## src/rtl/seg_scan_ctrl.sv

```systemverilog
// seg_scan_ctrl
//   Scan controller for a 4-digit, 8-bit segment display. Keeps a committed
//   bank of four digit patterns (buf0..buf3) that feeds an external 4-to-1
//   segment mux, and drives the mux select and the active-low digit anodes.
//   Each digit slot is SCAN_DIV cycles long and begins with BLANK_CYC cycles
//   with all anodes off. New patterns arrive through a req/ack handshake into
//   a pending bank. That bank is committed only on the last edge of a frame,
//   so a frame never shows a mix of old and new digits.
//
// Ports
//   clk         system clock
//   rst         synchronous reset, active-high
//   upd_req     update request (level, held until upd_ack)
//   d0..d3      new segment patterns for digits 0..3 (active-low segments)
//   dig_en_in   new per-digit enable mask
//   blink       per-digit blink enable (only with SEG_SCAN_BLINK_EN)
//   upd_ack     one-cycle pulse: update captured into the pending bank
//   buf0..buf3  committed patterns, to mux inputs I0..I3
//   sel         mux select / current digit index
//   an          digit anodes, active-low
//   frame_done  one-cycle pulse in the last cycle of slot 3
//
// Optional feature
//   SEG_SCAN_BLINK_EN adds the blink input and the BLINK_FRAMES parameter.
//   A frame counter toggles a blink phase every BLINK_FRAMES frames. While
//   the phase is 1, digits with blink set stay dark.
//
// FSM states
//   state | meaning
//   BLANK | cnt < BLANK_CYC, all anodes off (anti-ghosting)
//   DRIVE | cnt >= BLANK_CYC, anode of digit sel on if enabled

module seg_scan_ctrl #(
  parameter int SCAN_DIV  = 50000,
  parameter int BLANK_CYC = 16
`ifdef SEG_SCAN_BLINK_EN
  ,
  parameter int BLINK_FRAMES = 64
`endif
) (
  input  logic       clk,
  input  logic       rst,
  input  logic       upd_req,
  input  logic [7:0] d0,
  input  logic [7:0] d1,
  input  logic [7:0] d2,
  input  logic [7:0] d3,
  input  logic [3:0] dig_en_in,
`ifdef SEG_SCAN_BLINK_EN
  input  logic [3:0] blink,
`endif
  output logic       upd_ack,
  output logic [7:0] buf0,
  output logic [7:0] buf1,
  output logic [7:0] buf2,
  output logic [7:0] buf3,
  output logic [1:0] sel,
  output logic [3:0] an,
  output logic       frame_done
);

  localparam int CW = (SCAN_DIV > 1) ? $clog2(SCAN_DIV) : 1;
  localparam logic [CW-1:0] CNT_MAX   = CW'(SCAN_DIV - 1);
  localparam logic [CW-1:0] CNT_BLANK = CW'(BLANK_CYC);
  localparam logic [CW-1:0] CNT_ONE   = CW'(1);

`ifdef SEG_SCAN_BLINK_EN
  localparam int FW = (BLINK_FRAMES > 1) ? $clog2(BLINK_FRAMES) : 1;
  localparam logic [FW-1:0] FCNT_MAX = FW'(BLINK_FRAMES - 1);
  localparam logic [FW-1:0] FCNT_ONE = FW'(1);
`endif

  typedef enum logic {
    BLANK = 1'b0,
    DRIVE = 1'b1
  } state_t;

  state_t        state;
  state_t        state_nxt;
  logic [CW-1:0] cnt;
  logic [CW-1:0] cnt_nxt;
  logic [1:0]    sel_nxt;
  logic [3:0]    en_mask;
  logic [3:0]    mask_nxt;
  logic [3:0]    an_nxt;
  logic          fd_nxt;
  logic          wrap;
  logic          commit;
  logic          capture;

  logic          pend_valid;
  logic [7:0]    pend_d0;
  logic [7:0]    pend_d1;
  logic [7:0]    pend_d2;
  logic [7:0]    pend_d3;
  logic [3:0]    pend_en;

`ifdef SEG_SCAN_BLINK_EN
  logic [FW-1:0] fcnt;
  logic [FW-1:0] fcnt_nxt;
  logic          phase;
  logic          phase_nxt;
`endif

  // Next-state values are computed here so that an, sel, cnt and frame_done
  // are all registered and move together on the same edge.
  always_comb begin
    wrap     = (cnt == CNT_MAX);
    cnt_nxt  = wrap ? '0 : cnt + CNT_ONE;
    sel_nxt  = wrap ? sel + 2'd1 : sel;
    // A commit happens on the frame's last edge, so the new mask first
    // lands while slot 0 is still blanked.
    commit   = wrap && (sel == 2'd3) && pend_valid;
    // While pending is valid (including the commit edge) requests wait.
    capture  = upd_req && !pend_valid;
    mask_nxt = commit ? pend_en : en_mask;
    fd_nxt   = (sel_nxt == 2'd3) && (cnt_nxt == CNT_MAX);

    state_nxt = state;
    case (state)
      BLANK:   if (cnt_nxt == CNT_BLANK) state_nxt = DRIVE;
      DRIVE:   if (wrap) state_nxt = BLANK;
      default: state_nxt = BLANK;
    endcase

`ifdef SEG_SCAN_BLINK_EN
    fcnt_nxt  = fcnt;
    phase_nxt = phase;
    if (wrap && (sel == 2'd3)) begin
      if (fcnt == FCNT_MAX) begin
        fcnt_nxt  = '0;
        phase_nxt = ~phase;
      end else begin
        fcnt_nxt = fcnt + FCNT_ONE;
      end
    end
`endif

    an_nxt = 4'b1111;
    if ((state_nxt == DRIVE) && mask_nxt[sel_nxt]) begin
      an_nxt[sel_nxt] = 1'b0;
    end
`ifdef SEG_SCAN_BLINK_EN
    if (blink[sel_nxt] && phase_nxt) begin
      an_nxt[sel_nxt] = 1'b1;
    end
`endif
  end

  always_ff @(posedge clk) begin
    if (rst) begin
      state      <= BLANK;
      cnt        <= '0;
      sel        <= 2'd0;
      an         <= 4'b1111;
      frame_done <= 1'b0;
      upd_ack    <= 1'b0;
      en_mask    <= 4'b0000;
      buf0       <= 8'hFF;
      buf1       <= 8'hFF;
      buf2       <= 8'hFF;
      buf3       <= 8'hFF;
      pend_valid <= 1'b0;
      pend_d0    <= 8'hFF;
      pend_d1    <= 8'hFF;
      pend_d2    <= 8'hFF;
      pend_d3    <= 8'hFF;
      pend_en    <= 4'b0000;
`ifdef SEG_SCAN_BLINK_EN
      fcnt       <= '0;
      phase      <= 1'b0;
`endif
    end else begin
      state      <= state_nxt;
      cnt        <= cnt_nxt;
      sel        <= sel_nxt;
      an         <= an_nxt;
      frame_done <= fd_nxt;
      upd_ack    <= capture;
      en_mask    <= mask_nxt;
`ifdef SEG_SCAN_BLINK_EN
      fcnt       <= fcnt_nxt;
      phase      <= phase_nxt;
`endif
      if (commit) begin
        buf0       <= pend_d0;
        buf1       <= pend_d1;
        buf2       <= pend_d2;
        buf3       <= pend_d3;
        pend_valid <= 1'b0;
      end else if (capture) begin
        pend_d0    <= d0;
        pend_d1    <= d1;
        pend_d2    <= d2;
        pend_d3    <= d3;
        pend_en    <= dig_en_in;
        pend_valid <= 1'b1;
      end
    end
  end

endmodule

```

## config.mk

```make
export PLATFORM = sky130hd
export DESIGN_NAME = seg_scan_ctrl
export DESIGN_NICKNAME = d
export VERILOG_FILES = /design/src/rtl/seg_scan_ctrl.sv
export SDC_FILE = /design/constraint.sdc
export NUM_CORES = 1
export LEC_CHECK = 0
export ABC_AREA = 0
export CORE_ASPECT_RATIO = 0.7
export CORE_MARGIN = 10
export CORE_UTILIZATION = 30
export DETAILED_ROUTE_END_ITERATION = 16
export HOLD_SLACK_MARGIN = 0.1
export PLACE_DENSITY_LB_ADDON = 0.1
export SYNTH_ARGS = -nofsm -noshare
export SYNTH_HDL_FRONTEND = slang
export SYNTH_SLANG_ARGS = --single-unit
```

## constraint.sdc

```tcl
create_clock -name clk -period 5.4 [get_ports clk]
set_input_delay 0.81 -clock clk [delete_from_list [all_inputs] [get_ports clk]]
set_output_delay 0.81 -clock clk [all_outputs]
set_load 0.02 [all_outputs]
```

# Yosys cells after proc, flatten, opt, wreduce, memory -nomap -nowiden

Index checks and enable logic that the tools add are counted.

Add/sub/neg operators: 2
Shift-type cells: 0
Bitwise operators: 4
Muxes and demuxes: 10
Equal/unequal tests: 5
Reduce and logical (&&, ||, !) cells: 10
Multipliers: 0
Magnitude comparators: 2
Divide/modulo/power cells: 0

Operators with widths:

| operator                | number |
|---|---|
| $eq A16 B16 Y1 const B  | 2 |
| $add A16 B1 Y16 const B | 1 |
| $eq A16 B5 Y1 const B   | 1 |
| $mux W16                | 1 |
| $logic_and A1 B1 Y1     | 6 |
| $eq A2 B2 Y1 const B    | 2 |
| $mux W1                 | 4 |
| $mux W4                 | 1 |
| $not A4 Y4              | 1 |
| $reduce_or A2 Y1        | 2 |
| $lt A2 B3 Y1 const B    | 1 |
| $not A1 Y1              | 3 |
| $add A2 B1 Y2 const B   | 1 |
| $bmux W1 S2             | 1 |
| $demux W1 S2            | 1 |
| $ge A2 B1 Y1 const B    | 1 |
| $mux W2                 | 1 |
| $pmux W1 S2             | 1 |
| $reduce_and A2 Y1       | 1 |
| $logic_not A1 Y1        | 1 |

Output and inout bits: 40
Bits in writable memories: 0
Bits in latches: 0
Input port bits: 39
Register bits: 98
Memories kept: 0
Memory bits (read-only): 0

# Longest topological paths before layout

Depth in word-level cells: 9
Mapped depth: 8

# Least setup slack after synthesis

No wires, ideal clock.

Kind: register to register
From: register cnt[0]
To: register an[3]
Arrival: 1.949 ns
Slack: 3.311 ns
Required time: 5.260 ns
Cell stages (with the launch flop): 8
Cells stage by stage: dfxtp_1 -> ha_1 -> nand3_2 -> nor3_2 -> and3_1 -> o221ai_2 -> o41ai_4 -> o211ai_1

Cells in the longest elaborated chain, start to end: 9
Elaborated cells on any way between the ends: 22
Classes of those cells: add/sub: 1; order compare: 2; eq/ne: 2; mux: 10; bitwise: 2; reduce/logical: 5

Ends and longest elaborated chain:

| what                                                                    | RTL line | source |
|---|---|---|
| from (decl)                                                             | 80       | `logic [CW-1:0] cnt;` |
| from (signal assigned)                                                  | 175      | `cnt <= cnt_nxt;` |
| parallel branches: the longest is 9 deep, another holds $add A16 B1 Y16 | n/a      |  |
| to (signal assigned)                                                    | 177      | `an <= an_nxt;` |
| to (decl)                                                               | 58       | `output logic [3:0] an,` |

Parallel ways; which one is timed is not known. The select of a mux whose other input is x is not followed.
A chain may end at the register's enable or synchronous reset.

# Worst setup path in the final report

From: register cnt[0]
To: register buf2[4]

Cells in the longest elaborated chain, start to end: 3

Ends and longest elaborated chain:

| what                             | RTL line | source |
|---|---|---|
| $eq A16 B16 Y1                   | 108      | `wrap = (cnt == CNT_MAX);` |
| $logic_and A1 B1 Y1 (2 in a row) | 113      | `commit = wrap && (sel == 2'd3) && pend_valid;` |
| to (signal assigned)             | 188      | `buf2 <= pend_d2;` |
| to (decl)                        | 55       | `output logic [7:0] buf2,` |

Every way passes these cells.

==> metrics.yaml <==
grt:
  overflow: 0
  grt_max_degree: 59
  grt_pass1_vias: 3249
  grt_util_all_layers: 0.114
  antenna_found_initial: 0
  grt_pass1_wl_microns: 17300
layout:
  design_area_sq_um: 5300
  regArea_sq_um: 1960
  layout.nets: 576
  post-route-util: 0.402
  area_growth_pct: 30.9
  drive_gt1_frac: 0.0742
  nFillCells: 1329
  layout.cells.non_filler: 724
  diodes: 0
  multi_input_area_sq_um: 1940
setup_path:
  timing.rr.start: "cnt[0]"
  r2r_setup_slack_ps: 2760
  path_max_fanout: 23
  required_ps: 5680
  start_kind: "register"
  reg2regPathDepth: 6
  critical_path.endpoint_type: "register"
  r2r-end: "buf2[4]"
  cp.arrival_ps: 2920
  path_class: "register to register"
logic_synthesis:
  synthesis.area_sq_um: 4050
  synth_top_family_by_area: "simple AND/OR/NAND/NOR gates"
  yosys.area.top_type_share: 0.484
  synthTopCellsByArea: "dfxtp_1, nand2_1, nand3b_1"
  synthMuxAreaShare: 0.0127
  synth_async_sr_flop_share: 0
  syn_avg_cell_area_sq_um: 8.65
  synth_fa_ha_area_frac: 0.00927
  syn-num-nets: 510
  synth_top_cell_by_area: "dfxtp_1"
  synth_xor_area_frac: 0.0324
  netlist_top_cells_count: "nand2_1, dfxtp_1, nand3b_1"
  synth.most_common_cell: "nand2_1"
  synth.distinct_cells: 47
  synth-seq-area-share: 0.484
  syn_inst: 468
  synth-compound-area-share: 0.0432
  synth_ff_type: "dfxtp_1"
  synth_edf_count: 0
  ys_warn_count: 0
  synth_simple_gate_area_frac: 0.380
  ys_ff_latch: 98
timing:
  slew_headroom: 0.260
  hold_viol_final: 0
  holdWs_ps: 457
  drv_slew: 0
  worst_slew_pin_slew_ps: 1100
  max_freq_mhz: 379
  setup_viol: 0
  rsz0062_at_grt: "false"
  fin_crit_sh: 0.488
  fin_crit_ps: 2640
  fin_skew_ps: 6.20
  timing.setup.tns_ps: 0
route:
  vias: 3304
  wl_per_cell_microns: 14.6
  drt_first_pass_iters: 4
  ant_nets: 0
  initialDrtViolationCount: 218
  drc: 0
  finalWirelength_microns: 10500
  avgViaCountPerCell: 4.56
clock_tree:
  insertion_delay_ps: 340
  clkSlewWorstSetupHoldPaths_ps: 70
  clock_sinks: 98
  cts_hold_buf: 0
  cts-buffers-inserted: 9
  htree_levels: 3
  clockBufferDepth: 2
  cts_root_buf: "clkbuf_16"
  post_cts_resized: 0
  cts_tree: "done"
  post_cts_buffers: 0
run:
  drv_cap: 0
die:
  pin_count: 79
  core-area_sq_um: 13200
  die_h_microns: 117
  initial_utilization: 0.307
  fp.dieArea_sq_um: 18600
  die_w_microns: 159
  rows: 35
status:
  status: "complete, no violations"
placement:
  place_congestion: 0.793
  dp_cells: 708
  numPortBuffers: 78
  dp_hpwl_microns: 7290
  placed_area_sq_um: 4960
worst_hold_path:
  hold_end: "en_mask[1]"
  hold_path_depth: 2
  hp-start: "en_mask[1]"
  min_path_type: "register to register"
power:
  peakVddDrop_v: 0.000173
  power_density_nw_per_um2: 302
  p_leak_nw: 2.18
-- layer usage --
| layer | share of wire | GRT usage | up-vias | routed length, microns |
|---|---|---|---|---|
| li1 | - | - | 1683 | - |
| met1 | 0.52 | 0.155 | 1551 | 5510 |
| met2 | 0.43 | 0.172 | 61 | 4510 |
| met3 | 0.040 | 0.0360 | 9 | 417 |
| met4 | 0.0094 | 0.0295 | 0 | 99 |
| met5 | 0 | 0 | - | 0 |
-- worst max-delay path, cell delays in order (launching register included) --
cell	delay (ps)
dfxtp_1	460
ha_1	300
nand3_2	230
nor3_2	950
buf_4	450
nand2_1	100
nand3b_1	100
-- cell families after synthesis --
logic type,after synthesis
xor+xnor,15
flops,98
simple gates,295
buf+inv,31
mux,5
compound gates,21
fa+ha+maj,3
-- sequential cells by signal, summed over array words and instances (netlist names) --
| signal | count |
|---|---|
| pend_d3 | 8 |
| pend_d2 | 8 |
| an | 4 |
| pend_d1 | 8 |
| en_mask | 4 |
| buf2 | 8 |
| frame_done | 1 |
| upd_ack | 1 |
| pend_d0 | 8 |
| cnt | 16 |
| pend_valid | 1 |
| buf1 | 8 |
| buf0 | 8 |
| state | 1 |
| buf3 | 8 |
| pend_en | 4 |
| sel | 2 |
-- layout by cell type (no fill, tap or decap), types with 5 or more instances in the layout --
cell type,n
a21oi_1,8
nor2_1,33
xor2_1,8
nor3_1,7
nand3_1,7
clkbuf_16,9
clkdlybuf4s50_1,77
buf_4,5
dfxtp_1,98
xnor2_1,7
nand2_1,151
nand3b_1,65
-- metrics by stage --
stage / power [mW] / worst slack (ps)
after floorplan: 0.838 / 3310
final: 1.60 / 2760
after CTS: 1.63 / 2700
after detailed placement: 0.887 / 2710
after global placement: 0.884 / 2700
after global routing: 1.67 / 2500
-- worst max path at each step --
| stage | slack, ps | cells after the start | startpoint | end |
|---|---|---|---|---|
| floorplan | 3310 | 7 | cnt[0] | an[3] |
| global placement | 2700 | 5 | rst | frame_done |
| detailed placement | 2710 | 6 | cnt[6] | buf2[4] |
| CTS | 2700 | 6 | cnt[6] | buf2[4] |
| global route | 2500 | 6 | cnt[6] | buf3[5] |
| finish | 2760 | 6 | cnt[0] | buf2[4] |
-- final cells by class --
| class | count | area share |
|---|---|---|
| clock buffers | 10 | 0.0432 |
| well taps | 185 | 0.0437 |
| inverters | 3 | 0.00212 |
| repair buffers | 83 | 0.153 |
| multi-input cells | 339 | 0.366 |
| clock inverters | 6 | 0.0212 |
| flip-flops and latches | 98 | 0.370 |
-- power breakdown --
part	leakage [nW]	switching [mW]	total, mW	internal (mW)
logic	1.21	0.0505	0.105	0.0545
registers	0.801	0.0166	0.764	0.747
clock network	0.167	0.277	0.732	0.456
Power figures use the tool's default switching activity.
